$ cat src/rtl/mem_port_arbiter_if.sv
// Requester and Memoria signal bundle for the shared memory port arbiter.
// The arbiter connects through slave; the environment side uses master.
interface mem_port_arbiter_if #(
   parameter int ADDR_W = 32,
   parameter int DATA_W = 32
);
   logic              if_req;
   logic [ADDR_W-1:0] if_addr;
   logic              if_gnt;
   logic              if_rvalid;
   logic [DATA_W-1:0] if_rdata;

   logic              ls_req;
   logic              ls_we;
   logic [ADDR_W-1:0] ls_addr;
   logic [DATA_W-1:0] ls_wdata;
   logic              ls_gnt;
   logic              ls_rvalid;
   logic [DATA_W-1:0] ls_rdata;

   logic [ADDR_W-1:0] mem_address;
   logic              mem_write;
   logic [DATA_W-1:0] mem_data_in;
   logic [DATA_W-1:0] mem_data_out;

   logic              busy;

   modport slave (
      input  if_req, if_addr,
      input  ls_req, ls_we, ls_addr, ls_wdata,
      input  mem_data_out,
      output if_gnt, if_rvalid, if_rdata,
      output ls_gnt, ls_rvalid, ls_rdata,
      output mem_address, mem_write, mem_data_in,
      output busy
   );

   modport master (
      output if_req, if_addr,
      output ls_req, ls_we, ls_addr, ls_wdata,
      output mem_data_out,
      input  if_gnt, if_rvalid, if_rdata,
      input  ls_gnt, ls_rvalid, ls_rdata,
      input  mem_address, mem_write, mem_data_in,
      input  busy
   );
endinterface

$ cat src/rtl/mem_port_arbiter.sv
// Serialises instruction fetch and load/store onto one Memoria port.
// LS has fixed priority; a starvation counter forces an IF grant.
module mem_port_arbiter #(
   parameter int ADDR_W     = 32,
   parameter int DATA_W     = 32,
   parameter int RD_LAT     = 1,
   parameter int STARVE_MAX = 4
) (
   input  logic              clock,
   input  logic              reset,
   mem_port_arbiter_if.slave bus
);
   localparam int WCW = (RD_LAT + 1 > 1) ? $clog2(RD_LAT + 1) : 1;
   localparam int SCW = (STARVE_MAX + 1 > 1) ? $clog2(STARVE_MAX + 1) : 1;
   localparam logic [WCW-1:0] WLAST = WCW'(RD_LAT - 1);
   localparam logic [SCW-1:0] SMAX  = SCW'(STARVE_MAX);

   typedef enum logic [1:0] {IDLE, ISSUE, WAIT} state_t;

   state_t            state_q, state_d;
   logic              ls_own_q, ls_own_d;
   logic              we_q, we_d;
   logic [ADDR_W-1:0] addr_q, addr_d;
   logic [DATA_W-1:0] wdata_q, wdata_d;
   logic [WCW-1:0]    wcnt_q, wcnt_d;
   logic [SCW-1:0]    starve_q, starve_d;
   logic [DATA_W-1:0] if_rdata_q, if_rdata_d;
   logic [DATA_W-1:0] ls_rdata_q, ls_rdata_d;
   logic              if_rv_q, if_rv_d;
   logic              ls_rv_q, ls_rv_d;

   logic ls_wins;

   always_ff @(posedge clock or posedge reset) begin
      if (reset) begin
         state_q    <= IDLE;
         ls_own_q   <= 1'b0;
         we_q       <= 1'b0;
         addr_q     <= '0;
         wdata_q    <= '0;
         wcnt_q     <= '0;
         starve_q   <= '0;
         if_rdata_q <= '0;
         ls_rdata_q <= '0;
         if_rv_q    <= 1'b0;
         ls_rv_q    <= 1'b0;
      end else begin
         state_q    <= state_d;
         ls_own_q   <= ls_own_d;
         we_q       <= we_d;
         addr_q     <= addr_d;
         wdata_q    <= wdata_d;
         wcnt_q     <= wcnt_d;
         starve_q   <= starve_d;
         if_rdata_q <= if_rdata_d;
         ls_rdata_q <= ls_rdata_d;
         if_rv_q    <= if_rv_d;
         ls_rv_q    <= ls_rv_d;
      end
   end

   // LS loses a tie only once IF has been passed over STARVE_MAX times
   assign ls_wins = bus.ls_req && (!bus.if_req || (starve_q != SMAX));

   always_comb begin
      state_d    = state_q;
      ls_own_d   = ls_own_q;
      we_d       = we_q;
      addr_d     = addr_q;
      wdata_d    = wdata_q;
      wcnt_d     = wcnt_q;
      starve_d   = starve_q;
      if_rdata_d = if_rdata_q;
      ls_rdata_d = ls_rdata_q;
      if_rv_d    = 1'b0;
      ls_rv_d    = 1'b0;
      unique case (state_q)
         IDLE: begin
            if (ls_wins) begin
               state_d  = ISSUE;
               ls_own_d = 1'b1;
               we_d     = bus.ls_we;
               addr_d   = bus.ls_addr;
               wdata_d  = bus.ls_wdata;
               if (bus.if_req) begin
                  starve_d = SCW'(starve_q + 1'b1);
               end
            end else if (bus.if_req) begin
               state_d  = ISSUE;
               ls_own_d = 1'b0;
               we_d     = 1'b0;
               addr_d   = bus.if_addr;
               starve_d = '0;
            end
         end
         ISSUE: begin
            if (we_q) begin
               state_d = IDLE;
            end else begin
               state_d = WAIT;
               wcnt_d  = WLAST;
            end
         end
         WAIT: begin
            if (wcnt_q == '0) begin
               state_d = IDLE;
               if (ls_own_q) begin
                  ls_rdata_d = bus.mem_data_out;
                  ls_rv_d    = 1'b1;
               end else begin
                  if_rdata_d = bus.mem_data_out;
                  if_rv_d    = 1'b1;
               end
            end else begin
               wcnt_d = WCW'(wcnt_q - 1'b1);
            end
         end
         default: state_d = IDLE;
      endcase
   end

   assign bus.if_gnt      = (state_q == ISSUE) && !ls_own_q;
   assign bus.ls_gnt      = (state_q == ISSUE) && ls_own_q;
   assign bus.mem_write   = (state_q == ISSUE) && we_q;
   assign bus.mem_address = addr_q;
   assign bus.mem_data_in = wdata_q;
   assign bus.if_rvalid   = if_rv_q;
   assign bus.ls_rvalid   = ls_rv_q;
   assign bus.if_rdata    = if_rdata_q;
   assign bus.ls_rdata    = ls_rdata_q;
   assign bus.busy        = (state_q != IDLE);
endmodule

$ cat src/flat_wrapper.sv
// flat-port wrapper written by rule: the top's interface ports become plain ports
module mem_port_arbiter_flat 
#(
   parameter int ADDR_W     = 32,
   parameter int DATA_W     = 32,
   parameter int RD_LAT     = 1,
   parameter int STARVE_MAX = 4
)
  (clock, reset, bus_if_req, bus_if_addr, bus_ls_req, bus_ls_we, bus_ls_addr, bus_ls_wdata, bus_mem_data_out, bus_if_gnt, bus_if_rvalid, bus_if_rdata, bus_ls_gnt, bus_ls_rvalid, bus_ls_rdata, bus_mem_address, bus_mem_write, bus_mem_data_in, bus_busy);
  mem_port_arbiter_if #(.ADDR_W(ADDR_W), .DATA_W(DATA_W)) bus_i ();
  input  logic clock;
  input  logic reset;
  input wire logic [$bits(bus_i.if_req)-1:0] bus_if_req;
  input wire logic [$bits(bus_i.if_addr)-1:0] bus_if_addr;
  input wire logic [$bits(bus_i.ls_req)-1:0] bus_ls_req;
  input wire logic [$bits(bus_i.ls_we)-1:0] bus_ls_we;
  input wire logic [$bits(bus_i.ls_addr)-1:0] bus_ls_addr;
  input wire logic [$bits(bus_i.ls_wdata)-1:0] bus_ls_wdata;
  input wire logic [$bits(bus_i.mem_data_out)-1:0] bus_mem_data_out;
  output wire logic [$bits(bus_i.if_gnt)-1:0] bus_if_gnt;
  output wire logic [$bits(bus_i.if_rvalid)-1:0] bus_if_rvalid;
  output wire logic [$bits(bus_i.if_rdata)-1:0] bus_if_rdata;
  output wire logic [$bits(bus_i.ls_gnt)-1:0] bus_ls_gnt;
  output wire logic [$bits(bus_i.ls_rvalid)-1:0] bus_ls_rvalid;
  output wire logic [$bits(bus_i.ls_rdata)-1:0] bus_ls_rdata;
  output wire logic [$bits(bus_i.mem_address)-1:0] bus_mem_address;
  output wire logic [$bits(bus_i.mem_write)-1:0] bus_mem_write;
  output wire logic [$bits(bus_i.mem_data_in)-1:0] bus_mem_data_in;
  output wire logic [$bits(bus_i.busy)-1:0] bus_busy;
  assign bus_i.if_req = bus_if_req;
  assign bus_i.if_addr = bus_if_addr;
  assign bus_i.ls_req = bus_ls_req;
  assign bus_i.ls_we = bus_ls_we;
  assign bus_i.ls_addr = bus_ls_addr;
  assign bus_i.ls_wdata = bus_ls_wdata;
  assign bus_i.mem_data_out = bus_mem_data_out;
  assign bus_if_gnt = bus_i.if_gnt;
  assign bus_if_rvalid = bus_i.if_rvalid;
  assign bus_if_rdata = bus_i.if_rdata;
  assign bus_ls_gnt = bus_i.ls_gnt;
  assign bus_ls_rvalid = bus_i.ls_rvalid;
  assign bus_ls_rdata = bus_i.ls_rdata;
  assign bus_mem_address = bus_i.mem_address;
  assign bus_mem_write = bus_i.mem_write;
  assign bus_mem_data_in = bus_i.mem_data_in;
  assign bus_busy = bus_i.busy;
  mem_port_arbiter #(.ADDR_W(ADDR_W), .DATA_W(DATA_W), .RD_LAT(RD_LAT), .STARVE_MAX(STARVE_MAX)) u_core (.clock(clock), .reset(reset), .bus(bus_i));
endmodule
$ cat config.mk
export PLATFORM = sky130hd
export DESIGN_NAME = mem_port_arbiter_flat
export DESIGN_NICKNAME = d
export VERILOG_FILES = /design/src/rtl/mem_port_arbiter_if.sv /design/src/rtl/mem_port_arbiter.sv /design/src/flat_wrapper.sv
export SDC_FILE = /design/constraint.sdc
export NUM_CORES = 1
export LEC_CHECK = 0
export ABC_AREA = 1
export BUFFER_PORTS_ARGS = -buffer_cell sky130_fd_sc_hd__buf_4
export CAP_MARGIN = 20
export CORE_MARGIN = 2
export CORE_UTILIZATION = 40
export DETAILED_ROUTE_END_ITERATION = 16
export PLACE_DENSITY = 0.7
export SYNTH_ARGS = -nofsm -noshare
export SYNTH_HDL_FRONTEND = slang
export SYNTH_SLANG_ARGS = --single-unit
$ cat constraint.sdc
create_clock -name clock -period 5.9 [get_ports clock]
set_input_delay 1.77 -clock clock [delete_from_list [all_inputs] [get_ports clock]]
set_output_delay 1.77 -clock clock [all_outputs]
set_load 0.03 [all_outputs]
== Yosys cells after proc, flatten, opt, wreduce, memory -nomap -nowiden ==
Cells that the tools add are included.
Word-level totals
  output and inout port bits: 134
  logic and storage cells: 61
  bits in registers: 138
Operators by class
  multiplexer cells: 22
  reductions and logical operators: 18
  add/subtract/negate cells: 2
  bitwise operators: 2
  eq/ne operators: 6
Operators by type and width (number)
  $mux W32: 2
  $mux W1: 11
  $reduce_and A2 Y1: 5
  $mux W3: 3
  $mux W2: 4
  $pmux W2 S3: 1
  $reduce_and A3 Y1: 2
  $reduce_bool A2 Y1: 3
  $logic_and A1 B1 Y1: 4
  $ne A2 B2 Y1 const B: 2
  $add A3 B1 Y3 const B: 1
  $ne A3 B2 Y1 const B: 1
  $ne A3 B3 Y1 const B: 1
  $eq A2 B1 Y1 const B: 1
  $eq A2 B2 Y1 const B: 1
  $logic_not A1 Y1: 2
  $logic_not A2 Y1: 1
  $not A1 Y1: 2
  $pmux W1 S2: 1
  $logic_or A1 B1 Y1: 1
  $sub A1 B1 Y1 const B: 1

== Longest topological paths before layout ==
Gate-level depths: netlist of the first run.
  word-level depth: 5
  gate-level depth with buffers: 9
  depth with buffers taken out: 8

== Worst setup path after synthesis of the first run ==
No wires, ideal clock.
  path kind: register -> output
  from: register u_core.state_q[1]
  to: output port bus_if_gnt
  arrival time: 1127 ps
  cell stages (with the launch flop): 3
  slack: 3003 ps
  path buffers: 0
  path through: dfrtp_1 -> or2_2 -> nor2_1
Between the ends
  cells in the longest elaborated chain, start to end: 2
RTL lines
  start, declared: RTL line mem_port_arbiter.sv:20  | state_t state_q, state_d;
  start signal, assigned: RTL line mem_port_arbiter.sv:48  | state_q <= state_d;
  $eq A2 B1 Y1: RTL line mem_port_arbiter.sv:122  | assign bus.if_gnt = (state_q == ISSUE) && !ls_own_q;
  $logic_and A1 B1 Y1: RTL line mem_port_arbiter.sv:122
  end, declared: RTL line flat_wrapper.sv:20  | output wire logic [$bits(bus_i.if_gnt)-1:0] bus_if_gnt;
Every way passes these cells.

== Worst setup path in the final report of the first run ==
  from: input port bus_if_req
  to: register u_core.wdata_q[31] (netlist: u_core.bus.mem_data_in[31])
Between the ends
  cells in the longest elaborated chain, start to end: 4
RTL lines
  start, declared: RTL line flat_wrapper.sv:13  | input wire logic [$bits(bus_i.if_req)-1:0] bus_if_req;
  $logic_not A1 Y1: RTL line mem_port_arbiter.sv:63  | assign ls_wins = bus.ls_req && (!bus.if_req || (starve_q != SMAX));
  $logic_or A1 B1 Y1: RTL line mem_port_arbiter.sv:63
  $logic_and A1 B1 Y1: RTL line mem_port_arbiter.sv:63
  $reduce_and A2 Y1 (no source line)
  end signal, assigned: RTL line mem_port_arbiter.sv:52  | wdata_q <= wdata_d;
  end, declared: RTL line mem_port_arbiter.sv:24  | logic [DATA_W-1:0] wdata_q, wdata_d;
Every way passes these cells.
A chain may end at the register's enable or synchronous reset.

==> flow_metrics.env, run 1 <==
export IMPL_fmaxAchievable_mhz=300
export IMPL_finalHoldViolCount=0
export IMPL_synth_cell_types=18
export IMPL_power_share_combinational_pct=47.7
export IMPL_post_route_util_pct=59.4
export IMPL_cts_tree="yes"
export IMPL_slowest_stage="nor2_4"
export IMPL_syn_inst=696
export IMPL_post_cts_setup_buffers=0
export IMPL_relSlewSlack_pct=38.3
export IMPL_power_leakage_nw=4.93
export IMPL_top_layer="met4"
export IMPL_finalSetupViolCount=0
export IMPL_wl_per_cell_um=13.4
export IMPL_grt_first_pass_wirelength_um=25400
export IMPL_holdPathEnd="u_core.state_q[1]"
export IMPL_place_gp_congestion=0.776
export IMPL_p_sw_share_pct=43.4
export IMPL_fin_worst_skew_ns=0.00470
export IMPL_synth_flop_cell="dfrtp_1"
export IMPL_die_area_mm2=0.0155
export IMPL_antenna_found_initial=0
export IMPL_synthTopCellsByArea="dfrtp_1, nand2_1, inv_1"
export IMPL_crit_path_frequent_cell="nand2_1"
export IMPL_timing_rr_start="u_core.starve_q[0]"
export IMPL_drc=0
export IMPL_r2r_cells=7
export IMPL_gr_usage_all_layers_pct=20.4
export IMPL_cp_arrival_ns=3.67
export IMPL_grt_max_degree=106
export IMPL_yosys_cell_count_top_type="nand2_1"
export IMPL_slew_violations=0
export IMPL_cts_made_buffers=17
export IMPL_via_per_inst=4.56
export IMPL_synth_nets=831
export IMPL_crit_type="input port to register"
export IMPL_synth_top_area_share_pct=58.9
export IMPL_status="finished clean"
export IMPL_vias=5212
export IMPL_clk_latency_ns=0.41
export IMPL_peakVddDrop_mv=0.294
export IMPL_drtIter0Drc=341
export IMPL_hold_depth=1
export IMPL_fin_crit_sh_pct=56.5
export IMPL_crit_chain="buf_4 -> nand3_2 -> nand2_4 -> nor2_4 -> nand2_1 -> nand2_1"
export IMPL_rsz0062_at_grt="no"
export IMPL_clk_path_buf_depth=2
export IMPL_p_int_w=0.00301
export IMPL_slowest_delay_ns=0.69
export IMPL_min_period_ns=3.33
export IMPL_syn_area_mm2=0.00582
export IMPL_grt_pass1_vias=5054
export IMPL_coreArea_mm2=0.0144
export IMPL_ys_seq_area_share_pct=58.9
export IMPL_min_path_type="register to register"
export IMPL_areaGrowthSynthToFinish_pct=46.8
export IMPL_yosysWarnings=0
export IMPL_diodes=0
export IMPL_place_ws_ns=2.11
export IMPL_m1WireLength_um=6530
export IMPL_finalSetupTns_ns=0
export IMPL_met3_length_um=1150
export IMPL_initial_core_util_pct=40.5
export IMPL_whs_ns=0.452
export IMPL_htreeDepth=4
export IMPL_hpwlAfterDp_um=10900
export IMPL_power_frac_clock_pct=20.9
export IMPL_synth_seq_cells=137
export IMPL_end_kind="register"
export IMPL_die_w_um=125
export IMPL_ant_nets=0
export IMPL_io_buffer_count=266
export IMPL_cts_hold_buf=0
export IMPL_worst_pin_slew_ns=0.925
export IMPL_layout_drive_gt1_share_pct=32.6
export IMPL_max_cap_viol_count=0
export IMPL_num_nets_final=1083
export IMPL_dr_pass1_iters=7
export IMPL_seqPwrFrac_pct=31.4
export IMPL_async_flop_share_pct=100
export IMPL_ioPinCount=267
export IMPL_r2r_setup_slack_ns=3.37
export IMPL_power_density_mw_per_mm2=623
export IMPL_worstReg2RegEnd="u_core.bus.mem_data_in[31]"
export IMPL_num_rows=44
export IMPL_synth_edf_count=0
export IMPL_fp_dieH_um=125
export IMPL_path_clk_slew_ns=0.06
export IMPL_min_delay_start="u_core.we_q"
export IMPL_post_cts_resized=0
export IMPL_power_switching_w=0.00231
export IMPL_required_ns=6.24
export IMPL_synth_area_leader_cell="dfrtp_1"
export IMPL_met2_length_um=7470
export IMPL_wirelength_um=15300
export IMPL_clockRootBuffer="clkbuf_16"
export IMPL_avgSynthCellArea_um2=8.36
export IMPL_grt_ovfl_total=0
export IMPL_layout_setup_ws_ns=2.57
export IMPL_yosys_top_cells_count="nand2_1, dfrtp_1, inv_1"
export IMPL_cts_sinks=137
export IMPL_worstPathMaxFanout=34
export IMPL_crit_path_start_kind="input port"
-- critical path, delay by kind of cell --
family	cells	cell delay, ns
buffers and inverters	1	0.12
AND/OR/NAND/NOR	5	1.76
-- layout make-up --
type / count / area (um^2)
clock inverters: 11 / 170
multi-input cells: 415 / 1810
clock buffers: 20 / 457
fillers: 1342 / 5830
flip-flops and latches: 137 / 3430
repair buffers: 269 / 2030
well taps: 184 / 230
inverters: 108 / 410
-- registers in the layout, summed over array words and instances (netlist names) --
signal and cells:
u_core.state_q 2, u_core.bus.if_rdata 32, u_core.bus.if_rvalid 1, u_core.we_q 1
u_core.bus.ls_rdata 32, u_core.ls_own_q 1, u_core.bus.mem_address 32, u_core.bus.ls_rvalid 1
u_core.starve_q 3, u_core.bus.mem_data_in 32
-- metrics by stage --
stage,instance area (um^2),power (W),instances
6_report,8540,0.00532,1144
2_1_floorplan,5820,0.00322,696
3_3_place_gp,7890,0.00420,1112
4_1_cts,8540,0.00537,1144
5_1_grt,8540,0.00564,1144
3_5_place_dp,7910,0.00424,1113
-- cell families (layout without fill, tap and decap cells) --
group                      Yosys count  in the layout  synth area share, %
AOI/OAI and AO/OA                   65             65                 5.59
xor gates and xnor gates             1              1                0.151
adders and majority gates            2              2                0.430
buffers and inverters              144            408                 10.1
DFF                                137            137                 58.9
and+or+nand+nor                    347            347                 24.8
-- worst max path at each step --
stage	start	end	slack, ns	cells past startpoint
floorplan	reset	u_core.bus.if_rdata[0]	0.46	1
global route	bus_if_req	u_core.bus.mem_data_in[5]	2.30	6
global placement	bus_if_req	u_core.bus.mem_data_in[8]	2.15	6
CTS	bus_if_req	u_core.bus.mem_data_in[15]	2.55	6
detailed placement	bus_if_req	u_core.bus.mem_data_in[15]	2.11	6
finish	bus_if_req	u_core.bus.mem_data_in[31]	2.57	6
-- cells in the final DEF, fill, tap and decap left out --
| master | n |
|---|---|
| inv_6 | 2 |
| nand3_1 | 67 |
| nor2_4 | 1 |
| nor2_2 | 2 |
| clkinv_2 | 2 |
| clkbuf_16 | 17 |
| xor2_1 | 1 |
| inv_2 | 3 |
| clkinv_4 | 1 |
| nor2_1 | 4 |
| nand2_1 | 266 |
| o21ai_0 | 65 |
| clkbuf_8 | 2 |
| ha_1 | 2 |
| bufinv_16 | 4 |
| nor2_8 | 1 |
| buf_12 | 1 |
| or2_2 | 1 |
| buf_4 | 268 |
| nand3_2 | 3 |
| inv_1 | 104 |
| clkinvlp_4 | 3 |
| clkbuf_1 | 1 |
| dfrtp_1 | 137 |
| nand2_4 | 2 |
-- power groups by stage --
stage / sequential [W] / clock, W / combinational, W
3_5_place_dp: 0.00167 / 0 / 0.00257
3_3_place_gp: 0.00167 / 0 / 0.00253
4_1_cts: 0.00167 / 0.00113 / 0.00257
6_report: 0.00167 / 0.00111 / 0.00254
5_1_grt: 0.00173 / 0.00118 / 0.00274
2_1_floorplan: 0.00253 / 0 / 0.000692
-- per-layer routing --
layer	track usage (%)	vias to the layer above
li1	-	2606
met2	32.9	207
met1	26.4	2381
met5	0	-
met4	7.07	0
met3	5.84	18
No activity file was read; power rests on OpenSTA's default activity.
==> inputs of run 2 (changes only) <==
Settings changed: PLACE_DENSITY 0.7 to 0.73.
Clock period 5.9 ns to 2.9 ns, I/O delays scaled along.
==> flow_metrics.env, run 2 (same netlist as run 1, synthesis figures left out) <==
export IMPL_min_path_type="input port to async pin"
export IMPL_die_w_um=125
export IMPL_clk_latency_ns=0.41
export IMPL_cts_tree="yes"
export IMPL_power_share_combinational_pct=49.6
export IMPL_post_cts_setup_buffers=0
export IMPL_layout_drive_gt1_share_pct=32.3
export IMPL_gr_usage_all_layers_pct=20.0
export IMPL_grt_first_pass_wirelength_um=25100
export IMPL_slowest_stage="dfrtp_1"
export IMPL_r2r_setup_slack_ns=0.93
export IMPL_io_buffer_count=266
export IMPL_final_cells=1142
export IMPL_crit_path_start_kind="register"
export IMPL_slew_violations=0
export IMPL_power_switching_w=0.00461
export IMPL_vias=5224
export IMPL_rsz0062_at_grt="no"
export IMPL_cts_made_buffers=17
export IMPL_required_ns=2.03
export IMPL_final_common_cell="buf_4"
export IMPL_fmaxAchievable_mhz=428
export IMPL_post_cts_resized=0
export IMPL_fp_dieH_um=125
export IMPL_grt_ovfl_total=0
export IMPL_ant_nets=0
export IMPL_cts_sinks=137
export IMPL_cp_arrival_ns=1.47
export IMPL_hpwlAfterDp_um=10800
export IMPL_p_int_w=0.00579
export IMPL_seqPwrFrac_pct=32.6
export IMPL_peakVddDrop_mv=0.534
export IMPL_status="finished clean"
export IMPL_fin_crit_sh_pct=80.6
export IMPL_p_sw_share_pct=44.3
export IMPL_worst_pin_slew_ns=0.740
export IMPL_finalHoldViolCount=0
export IMPL_layout_setup_ws_ns=0.564
export IMPL_final_cell_mix="buf_4, nand2_1, dfrtp_1"
export IMPL_drc=0
export IMPL_max_cap_viol_count=0
export IMPL_slowest_delay_ns=0.42
export IMPL_htreeDepth=4
export IMPL_diodes=0
export IMPL_antenna_found_initial=0
export IMPL_areaGrowthSynthToFinish_pct=45.2
export IMPL_end_kind="primary output"
export IMPL_clk_path_buf_depth=2
export IMPL_min_period_ns=2.34
export IMPL_num_rows=44
export IMPL_relSlewSlack_pct=50.5
export IMPL_worstPathMaxFanout=4
export IMPL_power_density_mw_per_mm2=1230
export IMPL_num_nets_final=1086
export IMPL_dpl_cell_area_mm2=0.00795
export IMPL_path_clk_slew_ns=0.05
export IMPL_clockRootBuffer="clkbuf_16"
export IMPL_finalSetupViolCount=0
export IMPL_crit_chain="or2_2 -> nor2_1 -> buf_4"
export IMPL_crit_type="register to primary output"
export IMPL_wirelength_um=15000
export IMPL_grt_max_degree=75
export IMPL_die_area_mm2=0.0155
export IMPL_dr_pass1_iters=5
export IMPL_finalSetupTns_ns=0
export IMPL_grt_pass1_vias=5123
export IMPL_wl_per_cell_um=13.1
export IMPL_via_per_inst=4.57
export IMPL_cts_hold_buf=0
export IMPL_dp_cells=1116
export IMPL_initial_core_util_pct=40.5
export IMPL_fin_worst_skew_ns=0.00829
export IMPL_design_area_mm2=0.00844
export IMPL_coreArea_mm2=0.0144
export IMPL_place_gp_congestion=0.808
export IMPL_drtIter0Drc=295
export IMPL_power_frac_clock_pct=17.8
export IMPL_place_ws_ns=0.405
export IMPL_power_leakage_nw=4.88
export IMPL_ioPinCount=267
==> run 2: changes by cell type in the layout (fill, tap and decap cells not counted), sizes merged <==
cell      delta
bufinv       -4
buf          +3
clkbuf       +3
inv          -2
clkinv       -1
clkinvlp     -1
==> run 2: worst paths after layout <==
kind,cells past startpoint,from,endpoint
min in group clock,1,u_core.we_q,u_core.state_q[1]
worst min-delay path,2,reset,u_core.bus.mem_address[22]
worst min register to register,1,u_core.we_q,u_core.state_q[1]
worst max-delay path,3,u_core.state_q[1],bus_if_gnt
max in group asynchronous,3,reset,u_core.bus.if_rdata[6]
worst max register to register,7,u_core.starve_q[0],u_core.bus.mem_data_in[19]
==> run 2: critical path: cells and delay by family (launching register included) <==
family | cells | cell delay, ns
buffers and inverters | 1 | 0.18
DFF | 1 | 0.42
and+or+nand+nor | 2 | 0.45
==> run 2: area by class of cell <==
class	instances	area (um^2)
timing repair buffer	272	2070
inverter	108	409
fill	1329	5920
sequential	137	3430
multi-input combinational	415	1810
clock buffer	23	478
tap	184	230
clock inverter	3	21.3
==> run 2: metal layers <==
layer | global-route usage [%] | vias to the layer above | routed length, um
met5 | 0 | - | 0
li1 | - | 2605 | -
met2 | 31.9 | 213 | 7130
met4 | 9.39 | 0 | 455
met1 | 25.2 | 2370 | 6120
met3 | 6.06 | 36 | 1280
==> run 2: power groups by stage <==
stage          sequential (W)  clock, W  combinational [W]
2_1_floorplan         0.00514         0            0.00141
3_3_place_gp          0.00340         0            0.00514
3_5_place_dp          0.00340         0            0.00522
4_1_cts               0.00339   0.00190            0.00522
5_1_grt               0.00352   0.00199            0.00556
6_report              0.00339   0.00185            0.00515
==> run 2: stage by stage <==
stage,utilization (%),power (W),hold WS (ns)
3_5_place_dp,55.3,0.00862,0.454
3_3_place_gp,55.3,0.00854,0.448
5_1_grt,58.8,0.0111,0.362
6_report,58.8,0.0104,0.366
2_1_floorplan,-,0.00655,0.423
4_1_cts,58.8,0.0105,0.346
==> inputs of run 3 (changes only) <==
Clock period 2.9 ns to 2.05 ns, I/O delays scaled along.
==> flow_metrics.env, run 3 (same netlist as run 1, synthesis figures left out) <==
export IMPL_status="finished clean"
export IMPL_worstPathMaxFanout=4
export IMPL_cts_sinks=137
export IMPL_grt_pass1_vias=5082
export IMPL_whs_ns=0.294
export IMPL_drc=0
export IMPL_cts_made_buffers=17
export IMPL_min_period_ns=1.97
export IMPL_power_density_mw_per_mm2=1770
export IMPL_finalSetupTns_ns=0
export IMPL_rsz0062_at_grt="no"
export IMPL_end_kind="primary output"
export IMPL_power_leakage_nw=4.97
export IMPL_clk_path_buf_depth=2
export IMPL_dr_pass1_iters=4
export IMPL_coreArea_mm2=0.0144
export IMPL_cp_arrival_ns=1.36
export IMPL_path_clk_slew_ns=0.06
export IMPL_place_gp_congestion=0.825
export IMPL_min_path_type="input port to async pin"
export IMPL_diodes=0
export IMPL_wirelength_um=15300
export IMPL_power_w=0.0153
export IMPL_cts_hold_buf=0
export IMPL_design_area_mm2=0.00861
export IMPL_finalHoldViolCount=0
export IMPL_cts_tree="yes"
export IMPL_peakVddDrop_mv=0.766
export IMPL_clockRootBuffer="clkbuf_16"
export IMPL_crit_type="register to primary output"
export IMPL_vias=5247
export IMPL_cp_startpoint="u_core.state_q[0]"
export IMPL_timing_rr_start="u_core.starve_q[0]"
export IMPL_die_area_mm2=0.0155
export IMPL_num_rows=44
export IMPL_relSlewSlack_pct=63.2
export IMPL_hpwlAfterDp_um=11000
export IMPL_slowest_stage="dfrtp_1"
export IMPL_worst_pin_slew_ns=0.551
export IMPL_crit_path_start_kind="register"
export IMPL_final_cell_mix="buf_4, nand2_1, dfrtp_1"
export IMPL_required_ns=1.43
export IMPL_wl_per_cell_um=13.3
export IMPL_final_cells=1152
export IMPL_grt_first_pass_wirelength_um=25300
export IMPL_io_buffer_count=266
export IMPL_antenna_found_initial=0
export IMPL_final_common_cell="buf_4"
export IMPL_initial_core_util_pct=40.5
export IMPL_num_nets_final=1092
export IMPL_slowest_delay_ns=0.37
export IMPL_grt_max_degree=86
export IMPL_htreeDepth=4
export IMPL_die_w_um=125
export IMPL_slew_violations=0
export IMPL_crit_chain="inv_2 -> or2_4 -> nor2_1 -> buf_4"
export IMPL_fp_dieH_um=125
export IMPL_dpl_cell_area_mm2=0.00801
export IMPL_dp_cells=1121
export IMPL_grt_ovfl_total=0
export IMPL_clk_latency_ns=0.42
export IMPL_drtIter0Drc=304
export IMPL_fmaxAchievable_mhz=507
export IMPL_max_cap_viol_count=0
export IMPL_fin_worst_skew_ns=0.00712
export IMPL_finalSetupViolCount=0
export IMPL_fin_crit_sh_pct=96.3
export IMPL_via_per_inst=4.55
export IMPL_areaGrowthSynthToFinish_pct=48.0
export IMPL_layout_drive_gt1_share_pct=33.3
export IMPL_gr_usage_all_layers_pct=20.4
export IMPL_ant_nets=0
export IMPL_ioPinCount=267
run 3: routing by layer:
layer / global-route usage, % / vias up / part of all wire, %
li1: - / 2626 / -
met1: 25.3 / 2387 / 42
met2: 33.4 / 204 / 48
met3: 5.58 / 30 / 7.3
met4: 9.12 / 0 / 2.4
met5: 0 / - / 0
run 3: worst paths after layout:
path / endpoint / slack, ns / depth (start not counted)
max reg2reg: u_core.bus.mem_address[5] / 0.49 / 8
min in group clock: u_core.bus.mem_data_in[1] / 0.39 / 3
min: u_core.bus.mem_address[20] / 0.29 / 3
min reg2reg: u_core.state_q[1] / 0.46 / 1
max in group asynchronous: u_core.bus.mem_data_in[6] / 1.32 / 3
max: bus_ls_gnt / 0.08 / 4
run 3: final cells by class:
type	count	area [um^2]
fill	1288	5760
sequential	137	3430
timing repair buffer	278	2140
multi-input combinational	415	1810
clock buffer	19	443
inverter	108	409
tap	184	230
clock inverter	11	149
run 3: worst max-delay path: cells and delay by family, from the launching register on:
family	cells	cell delay, ns
flops	1	0.37
buf+inv	2	0.22
simple gates	2	0.35
run 3: report_power, final:
group | total (W) | internal (W) | switching, W
Combinational | 0.00738 | 0.00261 | 0.00477
Sequential | 0.00481 | 0.00404 | 0.000770
Clock | 0.00306 | 0.00193 | 0.00113
run 3: metrics by stage:
stage | util (%) | setup WS (ns)
6_report | 59.9 | 0.0762
2_1_floorplan | - | -0.272
3_5_place_dp | 55.7 | 0.263
4_1_cts | 59.9 | 0.0329
3_3_place_gp | 55.7 | 0.343
5_1_grt | 59.9 | 0.0135
run 3: what timing repair did:
action / in CTS / in global routing
setup buffers: 1 / 0
setup endpoints to repair: 3 / 3
gates resized for setup: 1 / 1
